### config.mk
export PLATFORM = sky130hd
export DESIGN_NAME = seq_tx
export DESIGN_NICKNAME = d
export VERILOG_FILES = /design/src/rtl/seq_link_pkg.sv /design/src/rtl/seq_tx_shreg.sv /design/src/rtl/seq_tx.sv
export SDC_FILE = /design/constraint.sdc
export NUM_CORES = 1
export LEC_CHECK = 0
export CAP_MARGIN = 25
export CORE_MARGIN = 5
export CORE_UTILIZATION = 30
export DETAILED_ROUTE_END_ITERATION = 12
export HOLD_SLACK_MARGIN = 0.15
export PLACE_DENSITY = 0.49
export SLEW_MARGIN = 15
export SYNTH_ARGS = -nofsm -noshare
export SYNTH_HDL_FRONTEND = slang
export SYNTH_SLANG_ARGS = --single-unit
### constraint.sdc
create_clock -name clk -period 1.7 [get_ports clk]
set_input_delay 0.34 -clock clk [delete_from_list [all_inputs] [get_ports clk]]
set_output_delay 0.34 -clock clk [all_outputs]
set_load 0.005 [all_outputs]
### src/rtl/seq_link_pkg.sv
// Definitions shared by both ends of the "101" sync-marker serial link:
// state encoding, marker pattern and the parity helper.
package seq_link_pkg;

  typedef enum logic [2:0] {
    ST_IDLE = 3'd0,
    ST_SYNC = 3'd1,
    ST_DATA = 3'd2,
    ST_PAR  = 3'd3,
    ST_GAP  = 3'd4
  } state_t;

  localparam logic [2:0] SYNC_PATTERN = 3'b101;
  localparam int         SYNC_LEN     = 3;

  // Callers zero-extend narrower words; the extra zeros do not change the result.
  function automatic logic even_parity(input logic [31:0] word);
    return ^word;
  endfunction

endpackage

### src/rtl/seq_tx_shreg.sv
// Loadable MSB-first shift register holding the word being serialised.
module seq_tx_shreg #(
  parameter int DATA_W = 8
) (
  input  logic              clk,
  input  logic              load,
  input  logic              shift,
  input  logic [DATA_W-1:0] load_data,
  output logic              msb
);

  logic [DATA_W-1:0] word;

  always_ff @(posedge clk) begin
    if (load) begin
      word <= load_data;
    end else if (shift) begin
      word <= word << 1;
    end
  end

  assign msb = word[DATA_W-1];

endmodule

### src/rtl/seq_tx.sv
// Serial frame transmitter: 1-0-1 marker, data MSB first, optional even parity
// (compile with SEQ_TX_PARITY_EN), then GAP idle zeros.
module seq_tx
  import seq_link_pkg::*;
#(
  parameter int DATA_W = 8,
  parameter int GAP    = 2
) (
  input  logic              clk,
  input  logic              rst,
  input  logic [DATA_W-1:0] in_data,
  input  logic              in_valid,
  output logic              in_ready,
  output logic              tx_out,
  output logic              tx_active,
  output logic              frame_done
);

`ifdef SEQ_TX_PARITY_EN
  localparam bit PAR_EN = 1'b1;
`else
  localparam bit PAR_EN = 1'b0;
`endif

  localparam logic [4:0] LAST_BIT  = 5'(DATA_W - 1);
  localparam logic [4:0] LAST_SYNC = 5'(SYNC_LEN - 1);
  localparam logic [3:0] LAST_GAP  = (GAP > 0) ? 4'(GAP - 1) : 4'd0;
  // With a one-bit payload and no parity, the first data bit is also the last frame bit.
  localparam bit DONE_AT_DATA_ENTRY = (DATA_W == 1) && !PAR_EN;

  state_t     state;
  logic [4:0] bit_cnt;
  logic [3:0] gap_cnt;
  logic       load;
  logic       shift;
  logic       msb;

  assign in_ready = (state == ST_IDLE) && !rst;
  assign load     = in_ready && in_valid;
  // Advance the register whenever its MSB is moved onto the line.
  assign shift    = ((state == ST_SYNC) && (bit_cnt == LAST_SYNC)) ||
                    ((state == ST_DATA) && (bit_cnt != LAST_BIT));

  seq_tx_shreg #(.DATA_W(DATA_W)) u_shreg (
    .clk       (clk),
    .load      (load),
    .shift     (shift),
    .load_data (in_data),
    .msb       (msb)
  );

`ifdef SEQ_TX_PARITY_EN
  logic par_bit;

  always_ff @(posedge clk) begin
    if (load) begin
      par_bit <= even_parity(32'(in_data));
    end
  end
`endif

  // Outputs are registered: the state names the bit currently on tx_out.
  always_ff @(posedge clk) begin
    if (rst) begin
      state      <= ST_IDLE;
      bit_cnt    <= '0;
      gap_cnt    <= '0;
      tx_out     <= 1'b0;
      tx_active  <= 1'b0;
      frame_done <= 1'b0;
    end else begin
      frame_done <= 1'b0;
      case (state)
        ST_IDLE: begin
          if (in_valid) begin
            state     <= ST_SYNC;
            bit_cnt   <= '0;
            tx_out    <= SYNC_PATTERN[2];
            tx_active <= 1'b1;
          end else begin
            tx_out    <= 1'b0;
            tx_active <= 1'b0;
          end
        end
        ST_SYNC: begin
          if (bit_cnt == LAST_SYNC) begin
            state      <= ST_DATA;
            bit_cnt    <= '0;
            tx_out     <= msb;
            frame_done <= DONE_AT_DATA_ENTRY;
          end else begin
            bit_cnt <= bit_cnt + 5'd1;
            tx_out  <= SYNC_PATTERN[2'd1 - bit_cnt[1:0]];
          end
        end
        ST_DATA: begin
          if (bit_cnt == LAST_BIT) begin
`ifdef SEQ_TX_PARITY_EN
            state      <= ST_PAR;
            tx_out     <= par_bit;
            frame_done <= 1'b1;
`else
            state     <= (GAP > 0) ? ST_GAP : ST_IDLE;
            gap_cnt   <= '0;
            tx_out    <= 1'b0;
            tx_active <= 1'b0;
`endif
          end else begin
            bit_cnt    <= bit_cnt + 5'd1;
            tx_out     <= msb;
            frame_done <= !PAR_EN && (bit_cnt == LAST_BIT - 5'd1);
          end
        end
`ifdef SEQ_TX_PARITY_EN
        ST_PAR: begin
          state     <= (GAP > 0) ? ST_GAP : ST_IDLE;
          gap_cnt   <= '0;
          tx_out    <= 1'b0;
          tx_active <= 1'b0;
        end
`endif
        ST_GAP: begin
          tx_out    <= 1'b0;
          tx_active <= 1'b0;
          if (gap_cnt == LAST_GAP) begin
            state <= ST_IDLE;
          end else begin
            gap_cnt <= gap_cnt + 4'd1;
          end
        end
        default: begin
          state     <= ST_IDLE;
          tx_out    <= 1'b0;
          tx_active <= 1'b0;
        end
      endcase
    end
  end

endmodule

* Word-level counts from Yosys, hierarchy flattened
Index checks and enable logic that the tools add are counted.
** Operators by class
- Bitwise gates (word level) :: 2
- Magnitude comparators :: 1
- Add/sub/neg operators :: 3
- Reductions and logical operators :: 15
- Muxes and demuxes :: 22
- Shift operators :: 0
- $mul :: 0
- Equal/unequal tests :: 14
- Divide/modulo/power cells :: 0
** Operators with widths (number)
- $mux W8 :: 2
- $mux W5 :: 3
- $pmux W5 S3 :: 1
- $mux W3 :: 4
- $pmux W3 S4 :: 1
- $eq A5 B3 Y1 const B :: 2
- $mux W4 :: 2
- $ne A2 B2 Y1 const B :: 4
- $pmux W4 S2 :: 1
- $pmux W1 S3 :: 2
- $reduce_and A3 Y1 :: 2
- $add A5 B1 Y5 const B :: 1
- $eq A5 B2 Y1 const B :: 1
- $mux W1 :: 5
- $ne A5 B3 Y1 const B :: 1
- $add A4 B1 Y4 const B :: 1
- $eq A4 B1 Y1 const B :: 1
- $logic_and A1 B1 Y1 :: 4
- $ne A2 B1 Y1 const B :: 2
- $reduce_and A4 Y1 :: 1
- $reduce_bool A2 Y1 :: 2
- $eq A3 B1 Y1 const B :: 1
- $eq A3 B2 Y1 const B :: 1
- $eq A3 B3 Y1 const B :: 1
- other kinds (10) :: 11
** Word-level totals
- RAM bits :: 0
- ROM bits :: 0
- Bits in latches :: 0
- Flip-flop bits (word level) :: 23
- Input port bits :: 11
- Memories :: 0
- Output and inout bits :: 4
- Logic and storage cells :: 64

* Depth between registers and ports, before layout
- Word-level depth :: 5
- Depth in mapped cells :: 6
- Mapped depth without buffers :: 6

* Hierarchy
A second synthesis with hierarchy kept.
** Second synthesis, totals
- Cells, all modules :: 125
- Area, all modules :: 1255.0 um^2
** Modules (own cells, without submodules)
- seq_tx :: cells an instance 107, instances 1, sequential area each 300.3 um^2, area each 884.6 um^2
- seq_tx_shreg :: cells an instance 18, instances 1, sequential area each 240.2 um^2, area each 370.4 um^2

* Worst setup path after synthesis
OpenSTA, ideal clock, no wires.
- Kind :: register to register
- From :: register bit_cnt[0]
- To :: register u_shreg.word[0] (enable)
- Stages on the path, launching flop included :: 6
- Period minus slack after synthesis :: 1.771 ns
- Library setup time :: 0.374 ns
- Data required time :: 1.326 ns
- Path slack :: -0.071 ns
- Path buffers :: 0
- Arrival time :: 1.398 ns
- Path through :: dfxtp_1 inv_1 ha_1 nor4b_2 a22oi_1 o21ai_1
** On the way
- Longest elaborated chain between the ends :: 4
- Elaborated cells between the ends (all ways) :: 6
- Those cells by class :: eq/ne (2); reduce/logical (4)
** RTL lines
- start: declaration :: RTL line seq_tx.sv:32 : logic [4:0] bit_cnt;
- start signal: assignment :: RTL line seq_tx.sv:92 : bit_cnt <= bit_cnt + 5'd1;
- start signal: assignment :: RTL line seq_tx.sv:109 : bit_cnt <= bit_cnt + 5'd1;
- $eq A5 B2 Y1 / $ne A5 B3 Y1 (equally long branches) :: RTL line seq_tx.sv:41, seq_tx.sv:42
- $logic_and A1 B1 Y1, on equally long branches :: RTL line seq_tx.sv:41, seq_tx.sv:42
- $logic_or A1 B1 Y1 * :: RTL line seq_tx.sv:41 : assign shift = ((state == ST_SYNC) && (bit_cnt == LAST_SYNC)) ||
- $reduce_bool A2 Y1 (no line) *
- end signal: assignment :: RTL line seq_tx_shreg.sv:16 : word <= load_data;
- end signal: assignment :: RTL line seq_tx_shreg.sv:18 : word <= word << 1;
- end: declaration :: RTL line seq_tx_shreg.sv:12 : logic [DATA_W-1:0] word;
Mark *: on every way between the ends. The rest lies on a longest branch, timed or not.
A chain may end at the register's enable or synchronous reset.

* Worst setup path in the final report
Same ends and word-level chain as after synthesis.

==> reports/qor.txt <==
Hold_ws: 0.4864 ns
Drt first pass iters: 4
Final wirelength: 2466 µm
Final cell count without fillers: 187
MaxCap Viol Count: 0
HP Class: reg2reg
Global route total overflow: 0
Max Fclk: 0.6053 GHz
P&R area growth vs syn: 35.85%
Vias per inst: 4.984
Critical path's top delay family: compound AO/OA/AOI/OAI gates
FFs w/ async S/R, synth: 0
Clock buffer depth: 2
Largest net degree at the start of global routing: 15
Mapped Cells: 110
Synth top area cells: dfxtp_1 (26%), edfxtp_1 (20%), mux2_1 (6.7%)
Register bit total from synthesis: 23
H-tree levels: 1
VDD IR max: 0.3256 mV
Post-synth top area share: 0.2553
Initial antenna violation count: 0
Post-Syn Nets: 126
Die area: 0.005273 mm²
Placeable Area: 0.003716 mm²
Buf/Inv on CP: 1
Syn avg cell area: 10.69 µm²
Final HPWL DP: 1835 µm
Die Width: 72.62 µm
Row cnt: 22
Max stage delay on crit path: 0.37 ns
Die Ht: 72.62 µm
Fin crit share: 0.9719
DP Cell Count: 183
Postcts setup bufs: 0
Crit Path Max Fanout: 8
Root Driver: clkbuf_8
P per Cell Area: 728.4 mW/mm²
Most frequent cells in the layout: buf_4 (15), dfxtp_1 (13), clkdlybuf4s50_1 (12)
Starting Density: 0.3165
Skew final: 0.002688 ns
CTS sink cnt: 23
TritonCTS Buffers: 3
Yosys top cell by area: dfxtp_1
Diodes inserted: 0
Vias: 932
Clock Pin Slew Worst Setup and Hold Paths: 0.08 ns
CP cell instances: inv_1, ha_1, nor4b_2, a22oi_2, o21ai_4
Port bufs: 14
Unique masters post-synth: 44
Rel. slew slack: 0.7721
Seq/Total Area, Yosys: 0.4596
Layout cell share with drive strength beyond 1: 0.2374
CTS hold repair buffers: 0
TritonCTS clock tree: built
First-pass GRT wire length: 4002 µm
Routed wl met3: 77 µm
Final setup vio count: 0
Max-slew violation count: 0
Final number of hold-violating endpoints: 0
Worst EP required: 1.64 ns
Clock network latency to the later pin of the worst-skew pair: 0.26 ns
Global Route Usage Sum: 0.09702
DR WL/cell: 13.19 µm
Crit start category: flip-flop
Commonest non-fill, non-tap cell in the layout: buf_4
Final min period: 1.652 ns
Remaining antenna violation count: 0
Post-synth EDFFs: 8
Post-Route M1 WL: 1124 µm
Status: finished clean
Vias in the first global route: 883
Ys flop type: dfxtp_1
Fin area: 0.001598 mm²
Worst path slowest cell: dfxtp_4
Crit path arrival time: 1.59 ns
Slew @ Worst Pin: 0.3418 ns
I/O pin count: 15
# DRC: 0
YS warnings: 0
Post-synthesis cell area: 0.001176 mm²
LEAKAGE: 0.5760 nW
RSZ-0062 raised after global routing: true
Cell Area, Placed: 0.001474 mm²
Power Total: 0.001164 W
Top layer in use: met4
Nets: 156
WS Path Type: reg2reg
RD Place Congestion: 0.7583
Critical Path Sink Type: flip-flop
Met2 routed WL: 1251 µm
DR iter-0 viols: 27
-- cells in the mapped netlist (2+ instances only) --
library cell / number
a21oi_1: 5
buf_2: 3
dfxtp_1: 15
edfxtp_1: 8
ha_1: 5
inv_1: 5
mux2_1: 7
nand2_1: 3
nand2b_1: 2
nand3_1: 3
nand3b_1: 3
nor2_1: 7
nor2b_1: 2
nor3_1: 3
o21ai_0: 3
o21ai_1: 2
or2_1: 2
or3_1: 4
xor2_1: 3
-- sequential cells by signal, indices dropped and copies added, names as in the netlist --
name	flops
tx_active	1
frame_done	1
gap_cnt	4
bit_cnt	5
u_shreg.word	8
tx_out	1
state	3
-- cell type report --
type / count / area (µm²)
Clock buffer: 4 / 45.04
Fill cell: 357 / 2118
Inverter: 5 / 18.77
Multi-Input combinational cell: 78 / 678.2
Sequential cell: 23 / 545.5
Tap cell: 48 / 60.06
Timing Repair Buffer: 29 / 250.2
-- routing by layer --
layer,GRT usage,vias to the layer above
met4,0.03689,0
met2,0.1633,9
met5,0,-
met1,0.1200,451
met3,0.02204,2
li1,-,470
-- metrics by stage --
| step | setup WS, ns | TNS (ns) | util |
|---|---|---|---|
| floorplan | 0.08236 | 0 | - |
| global placement | -0.2900 | -4.528 | 0.3966 |
| detailed placement | -0.3184 | -5.033 | 0.3966 |
| CTS | 0.009581 | 0 | 0.4175 |
| global route | -0.01745 | -0.1306 | 0.4300 |
| finish | 0.04783 | 0 | 0.4300 |
-- power by group --
part | internal, W | leakage [nW] | switching [W] | total [W]
Combinational | 0.000116 | 0.355 | 0.0000923 | 0.000208
Clock | 0.000167 | 0.0228 | 0.000164 | 0.000331
Sequential | 0.000606 | 0.198 | 0.0000192 | 0.000625
Total | 0.000888 | 0.576 | 0.000275 | 0.00116
-- worst register-to-register path: cells and delay by family (launching register included) --
family	cells	cell delay, ns
AO/OA/AOI/OAI	2	0.46
adder cells (fa/ha/maj)	1	0.16
buffers and inverters	1	0.06
flip-flops	1	0.37
AND/OR/NAND/NOR	1	0.29
-- cells by family after synthesis --
logic type | synth area share
muxes | 0.06703
buffers and inverters | 0.03191
DFF | 0.4596
and+or+nand+nor | 0.2319
adders and majority gates | 0.05319
AOI/OAI and AO/OA | 0.1266
xor gates and xnor gates | 0.02979
-- repair_timing --
item | 4_1_cts | 5_1_grt
setup endpoints to repair | 20 | 16
resized for setup | 7 | 9
pin swaps | 1 | 1
-- path summary, 6_finish.rpt --
path	from	to	slack, ns	depth (start not counted)
worst max-delay path	bit_cnt[0]$_SDFFE_PP0P_	u_shreg.word[0]$_SDFFCE_PN0P_	0.05	5
worst min-delay path	u_shreg.word[7]$_DFFE_PP_	tx_out$_SDFF_PP0_	0.49	1
worst max register to register	bit_cnt[0]$_SDFFE_PP0P_	u_shreg.word[0]$_SDFFCE_PN0P_	0.05	5
worst min register to register	u_shreg.word[7]$_DFFE_PP_	tx_out$_SDFF_PP0_	0.49	1
No activity file was read; power rests on OpenSTA's default activity.
